`src/rtl/add_serial_seq_if.sv`:
```
// add_serial_seq_if: request/result handshake bundle for the bit-serial adder sequencer.
interface add_serial_seq_if #(parameter int WIDTH = 32);
  logic start_valid;
  logic start_ready;
  logic sub;
  logic [WIDTH-1:0] op_a;
  logic [WIDTH-1:0] op_b;
  logic flush;
  logic res_valid;
  logic res_ready;
  logic [WIDTH-1:0] sum;
  logic cout;
  logic ovf;
  logic grp_p;
  logic grp_g;
  modport master (
    output start_valid, sub, op_a, op_b, flush, res_ready,
    input  start_ready, res_valid, sum, cout, ovf, grp_p, grp_g
  );
  modport slave (
    input  start_valid, sub, op_a, op_b, flush, res_ready,
    output start_ready, res_valid, sum, cout, ovf, grp_p, grp_g
  );
endinterface

```
`src/rtl/add_serial_seq.sv`:
```
// add_serial_seq: bit-serial add/subtract sequencer time-sharing one external add1pg cell, LSB first.
module add_serial_seq #(
  parameter int WIDTH = 32
) (
  input  logic clk,
  input  logic rst_n,
  add_serial_seq_if.slave bus,
  output logic cell_a,
  output logic cell_b,
  output logic cell_c,
  input  logic cell_s,
  input  logic cell_p,
  input  logic cell_g
);
  localparam int LW = $clog2(WIDTH);
  localparam int IW = LW + 1;
  typedef enum logic [1:0] {IDLE, RUN, DONE} state_t;
  state_t state;
  logic [WIDTH-1:0] a_q, b_q, s_q, s_nxt;
  logic [IW-1:0] idx;
  logic carry, gp, gg, nc, last, run;
  assign run = state == RUN;
  assign bus.start_ready = state == IDLE;
  assign bus.res_valid = state == DONE;
  assign cell_a = run ? a_q[idx[LW-1:0]] : 1'b0;
  assign cell_b = run ? b_q[idx[LW-1:0]] : 1'b0;
  assign cell_c = run ? carry : 1'b0;
  assign nc = cell_g | (cell_p & cell_c);
  assign last = idx == IW'(WIDTH - 1);
  always_comb begin
    s_nxt = s_q;
    s_nxt[idx[LW-1:0]] = cell_s;
  end
  always_ff @(posedge clk or negedge rst_n) begin
    if (!rst_n) begin
      state <= IDLE;
      a_q <= '0;
      b_q <= '0;
      s_q <= '0;
      idx <= '0;
      carry <= 1'b0;
      gp <= 1'b0;
      gg <= 1'b0;
      bus.sum <= '0;
      bus.cout <= 1'b0;
      bus.ovf <= 1'b0;
      bus.grp_p <= 1'b0;
      bus.grp_g <= 1'b0;
    end else if (bus.flush) begin
      state <= IDLE;
    end else begin
      case (state)
        IDLE: if (bus.start_valid) begin
          a_q <= bus.op_a;
          b_q <= bus.op_b ^ {WIDTH{bus.sub}};
          carry <= bus.sub;
          s_q <= '0;
          idx <= '0;
          gp <= 1'b1;
          gg <= 1'b0;
          state <= RUN;
        end
        RUN: begin
          s_q <= s_nxt;
          carry <= nc;
          gp <= gp & cell_p;
          gg <= cell_g | (cell_p & gg);
          idx <= last ? idx : idx + 1'b1;
          if (last) begin
            // ovf compares carry into the MSB against carry out of it
            bus.sum <= s_nxt;
            bus.cout <= nc;
            bus.ovf <= carry ^ nc;
            bus.grp_p <= gp & cell_p;
            bus.grp_g <= cell_g | (cell_p & gg);
            state <= DONE;
          end
        end
        DONE: if (bus.res_ready) state <= IDLE;
        default: state <= IDLE;
      endcase
    end
  end
endmodule

```
`src/flat_wrapper.sv`:
```
// flat-port wrapper written by rule: the top's interface ports become plain ports
module add_serial_seq_flat 
#(
  parameter int WIDTH = 32
)
  (clk, rst_n, cell_a, cell_b, cell_c, cell_s, cell_p, cell_g, bus_start_valid, bus_sub, bus_op_a, bus_op_b, bus_flush, bus_res_ready, bus_start_ready, bus_res_valid, bus_sum, bus_cout, bus_ovf, bus_grp_p, bus_grp_g);
  add_serial_seq_if #(.WIDTH(WIDTH)) bus_i ();
  input  logic clk;
  input  logic rst_n;
  output logic cell_a;
  output logic cell_b;
  output logic cell_c;
  input  logic cell_s;
  input  logic cell_p;
  input  logic cell_g;
  input wire logic [$bits(bus_i.start_valid)-1:0] bus_start_valid;
  input wire logic [$bits(bus_i.sub)-1:0] bus_sub;
  input wire logic [$bits(bus_i.op_a)-1:0] bus_op_a;
  input wire logic [$bits(bus_i.op_b)-1:0] bus_op_b;
  input wire logic [$bits(bus_i.flush)-1:0] bus_flush;
  input wire logic [$bits(bus_i.res_ready)-1:0] bus_res_ready;
  output wire logic [$bits(bus_i.start_ready)-1:0] bus_start_ready;
  output wire logic [$bits(bus_i.res_valid)-1:0] bus_res_valid;
  output wire logic [$bits(bus_i.sum)-1:0] bus_sum;
  output wire logic [$bits(bus_i.cout)-1:0] bus_cout;
  output wire logic [$bits(bus_i.ovf)-1:0] bus_ovf;
  output wire logic [$bits(bus_i.grp_p)-1:0] bus_grp_p;
  output wire logic [$bits(bus_i.grp_g)-1:0] bus_grp_g;
  assign bus_i.start_valid = bus_start_valid;
  assign bus_i.sub = bus_sub;
  assign bus_i.op_a = bus_op_a;
  assign bus_i.op_b = bus_op_b;
  assign bus_i.flush = bus_flush;
  assign bus_i.res_ready = bus_res_ready;
  assign bus_start_ready = bus_i.start_ready;
  assign bus_res_valid = bus_i.res_valid;
  assign bus_sum = bus_i.sum;
  assign bus_cout = bus_i.cout;
  assign bus_ovf = bus_i.ovf;
  assign bus_grp_p = bus_i.grp_p;
  assign bus_grp_g = bus_i.grp_g;
  add_serial_seq #(.WIDTH(WIDTH)) u_core (.clk(clk), .rst_n(rst_n), .bus(bus_i), .cell_a(cell_a), .cell_b(cell_b), .cell_c(cell_c), .cell_s(cell_s), .cell_p(cell_p), .cell_g(cell_g));
endmodule
```
`config.mk`:
```
export PLATFORM = sky130hd
export DESIGN_NAME = add_serial_seq_flat
export DESIGN_NICKNAME = d
export VERILOG_FILES = /design/src/rtl/add_serial_seq_if.sv /design/src/rtl/add_serial_seq.sv /design/src/flat_wrapper.sv
export SDC_FILE = /design/constraint.sdc
export NUM_CORES = 1
export LEC_CHECK = 0
export CAP_MARGIN = 20
export CORE_MARGIN = 1
export CORE_UTILIZATION = 50
export DETAILED_ROUTE_END_ITERATION = 12
export DONT_BUFFER_PORTS = 1
export GPL_TIMING_DRIVEN = 0
export PLACE_DENSITY = 0.74
export SYNTH_ARGS = -nofsm -noshare
export SYNTH_HDL_FRONTEND = slang
export SYNTH_SLANG_ARGS = --single-unit
```
`constraint.sdc`:
```
create_clock -name clk -period 5.54 [get_ports clk]
set_input_delay 1.108 -clock clk [delete_from_list [all_inputs] [get_ports clk]]
set_output_delay 1.108 -clock clk [all_outputs]
set_load 0.005 [all_outputs]
```
# After elaboration in Yosys (flattened, before gate mapping)
# Index checks and enable logic that the tools add are counted.
# op_classes
addsub,1
n_lt_le_gt_ge,2
eq_ne,8
mux,26
n_bitwise,8
n_reduce_logical,8
# ops
cell,n
$pmux 32 s2,1
$bwmux 32,1
$mux 32,1
$xor 32x32->32,1
$mux 6,2
$pmux 6 s2,1
$reduce_and 3->1,4
$bmux 1 s5,2
$mux 1,9
$mux 2,4
$add 6x1->6 const B,1
$eq 6x5->1 const B,1
$lt 5x6->1 const B,1
$ne 3x3->1 const B,2
$pmux 1 s2,3
$pmux 2 s3,1
$demux 1 s5,1
$ge 5x1->1 const B,1
$ne 2x2->1 const B,2
$reduce_and 4->1,1
$and 1x1->1,3
$ne 3x2->1 const B,1
$eq 2x1->1 const B,1
$eq 2x2->1 const B,1
other kinds (6),7
# word_totals
reg_bits,143
inputBits,73
output_inout_bits,41
wordCells,66

# Logic depth before layout (Yosys ltp)
# logic_depth
depth_word,6
mapped_depth,9
ltp_nobuf,6

# Worst setup path before layout
# No wires, ideal clock.
# synth_path
kind,register to output
start,reg u_core.idx[0]
end,out cell_b
arrival_time_ns,1.562
t_required_ns,4.432
path_slack_ns,2.870
path_stages_with_launch,5
n_path_buf,1
cell_sequence,dfrtp_1 -> clkbuf_1 -> mux4_2 -> o211ai_1 -> nand4_1
# synth_between
elab_chain_cells,3
# synth_rtl
element,line,text
start: declaration,add_serial_seq.sv:20,logic [IW-1:0] idx;
start signal: assignment,add_serial_seq.sv:68,idx <= last ? idx : idx + 1'b1;
$bmux 1 s5,add_serial_seq.sv:26,assign cell_b = run ? b_q[idx[LW-1:0]] : 1'b0;
$mux 1 (implied by the code),add_serial_seq.sv:26,
$mux 1,add_serial_seq.sv:26,
end: declaration,flat_wrapper.sv:11,output logic cell_b;
# Every way passes these cells. The select of a mux whose other input is x is not followed.

# Worst setup path after layout
# layout_path
start,reg u_core.idx[2]
end,out cell_a
# layout_between
elab_chain_cells,3
# layout_rtl
element,line,text
$bmux 1 s5,add_serial_seq.sv:25,assign cell_a = run ? a_q[idx[LW-1:0]] : 1'b0;
$mux 1 (implied by the code),add_serial_seq.sv:25,
$mux 1,add_serial_seq.sv:25,
end: declaration,flat_wrapper.sv:10,output logic cell_a;
# Every way passes these cells. The select of a mux whose other input is x is not followed.

==> flow_summary.ini <==
[status]
status = complete, no violations

[logic_synthesis]
synthArstFlopShare_pct = 100
syn-cell-area_um2 = 6890
synth_edf_count = 0
yosys_warnings = 0
seq_area_frac_synth_pct = 51.5
netlist_instances = 675
synth_area_per_cell_um2 = 10.2
yosysTopAreaCellShare_pct = 51.5
ys_ff_latch = 142
synthFlopType = dfrtp_1
yosys-top-cells-area = dfrtp_1 (52%), mux2i_1 (7.7%), a21oi_1 (7.4%), mux2_2 (5.4%), xnor2_1 (4.1%)
ys_types = 35
synth.net_count = 752
synth_top_area_cell = dfrtp_1

[cells_and_area]
syn_to_final_growth_pct = 12.7
fin_util_pct = 58.2
fin_area_um2 = 7770
antenna_cells = 0
final_cell_mix = dfrtp_1 (142), a21oi_1 (102), nor2_1 (73)
stdcell_count = 882
final_common_cell = dfrtp_1
fin_nets = 771
drive_gt1_share_pct = 12.6

[clock_network]
cts_buffers = 17
clk_pin_slew_worst_paths_ns = 0.06
cts_root_buf = clkbuf_16
clk_latency_ns = 0.42
cts_tree = done
ctsHoldBuffers = 0
post-cts-setup-buffers = 0
ctsResizeCount = 0
h-tree-depth = 4
cts_sinks = 142
clk_path_buf_depth = 2

[critical_path]
path_max_fanout = 10
critPathLaunchType = flip-flop
crit_path_end_kind = output port
timing.critical_path.arrival_ns = 2.47
crit_type = flip-flop to output port
required_ns = 4.43

[routing]
drt_pass1_iterations = 5
drt_iter0_drc = 405
drc = 0
via_per_inst = 5.85
wl_per_cell_um = 18.9
vias = 5162
routed_wl_um = 16700
detail-route-antenna-nets = 0

[timing]
finalCritPeriodShare_pct = 64.5
period_needed_ns = 3.57
setup_slack_ns = 1.97
finalMaxSlewViolations = 0
rsz0062_at_grt = false
worstMarginPinSlew_ns = 0.806
hold_viol = 0
maxSlewHeadroom_pct = 46.2
finClkSkew_ns = 0.00612
setup_tns_ns = 0
fmax_mhz = 280
setup_viol_count_final = 0

[place]
dp_cells = 851
gp_congestion = 0.866
numPortBuffers = 0
place_ws_ns = 2.43
dpl-instance-area_um2 = 7110
dp_hpwl_um = 11700

[floorplan]
die_x_um = 119
die_h_um = 119
design.die.area_um2 = 14300
start_util_pct = 51.6
pin_count = 114
rows = 42
coreArea_um2 = 13300

[grt]
grt_antenna_before_repair = 0
grt_pass1_wl_um = 26900
grt_overflow = 0
grt_pass1_vias = 5312
grt_start_max_net_pins = 143
grt_usage_pct = 24.8

[power]
ir_worst_vdd_uv = 242
power.density_nw_per_um2 = 369
p_leak_uw = 0.00340

[flow_run]
maxCapViolCount = 0

[worst_hold_path]
hp-class = primary input to async pin
## final cells by class
class	count	area, um2
Sequential cell	142	3550
Fill cell	1166	5580
Clock inverter	9	183
Inverter	21	78.8
Tap cell	176	220
Multi-Input combinational cell	460	3050
Buffer	52	216
Clock buffer	22	474
## worst paths after layout
kind	start	end	slack (ns)	depth (start not counted)
min	rst_n	u_core.bus.sum[27]	0.38	0
min in group clk	u_core.a_q[20]	u_core.a_q[20]	0.51	1
max in group asynchronous	rst_n	u_core.bus.sum[17]	4.94	0
min reg2reg	u_core.a_q[20]	u_core.a_q[20]	0.51	1
max reg2reg	u_core.idx[0]	u_core.bus.sum[18]	2.95	8
max	u_core.idx[2]	cell_a	1.97	5
## sequential cells by signal (all words and copies together), names as in the netlist
| signal | cells |
|---|---|
| u_core.b_q | 32 |
| u_core.bus.grp_g | 1 |
| u_core.bus.cout | 1 |
| u_core.bus.ovf | 1 |
| u_core.state | 2 |
| u_core.idx | 6 |
| u_core.s_q | 31 |
| u_core.bus.grp_p | 1 |
| u_core.carry | 1 |
| u_core.gp | 1 |
| u_core.bus.sum | 32 |
| u_core.gg | 1 |
| u_core.a_q | 32 |
## layer usage
metal  part of all wire [%]  global-route usage (%)  vias to the layer above
li1                       -                       -                     2391
met1                     40                    28.9                     2531
met2                     50                    41.4                      202
met3                    7.7                    7.90                       38
met4                    2.9                    11.7                        0
met5                      0                       0                        -
## through the flow
step / power (uW) / hold WS [ns]
after global placement: 1600 / 0.483
after detailed placement: 1620 / 0.494
after CTS: 2880 / 0.358
after floorplan: 1510 / 0.470
final: 2870 / 0.375
after global routing: 2980 / 0.354
## Yosys cell counts (13+ instances only)
cell type  number
o22ai_1        13
a21oi_1       102
nor2_1         73
nand3_1        22
mux2_2         33
mux2i_1        53
clkbuf_1       28
xnor2_1        32
nand2_1        26
inv_1          21
buf_2          17
o21ai_0        46
dfrtp_1       142
## where the power goes
part / switching, uW / total [uW] / internal, uW
clock network: 431 / 1260 / 833
logic: 225 / 407 / 181
registers: 60.6 / 1200 / 1140
## kinds of logic after synthesis
| kind of cell | share of synthesized area [%] |
|---|---|
| AO/OA/AOI/OAI | 13.8 |
| AND/OR/NAND/NOR | 10.5 |
| flip-flops | 51.5 |
| multiplexers | 15.0 |
| buffers and inverters | 4.28 |
| XOR/XNOR | 4.07 |
| adder cells (fa/ha/maj) | 0.726 |
## worst max-delay path, cell delays in order, from the launching register on
cell and delay [ns]:
dfrtp_1 0.42, clkbuf_1 0.37, buf_1 0.49, mux4_2 0.40
o211ai_1 0.19, nand4_1 0.17
Note: power is estimated with default switching activity, not from simulation.
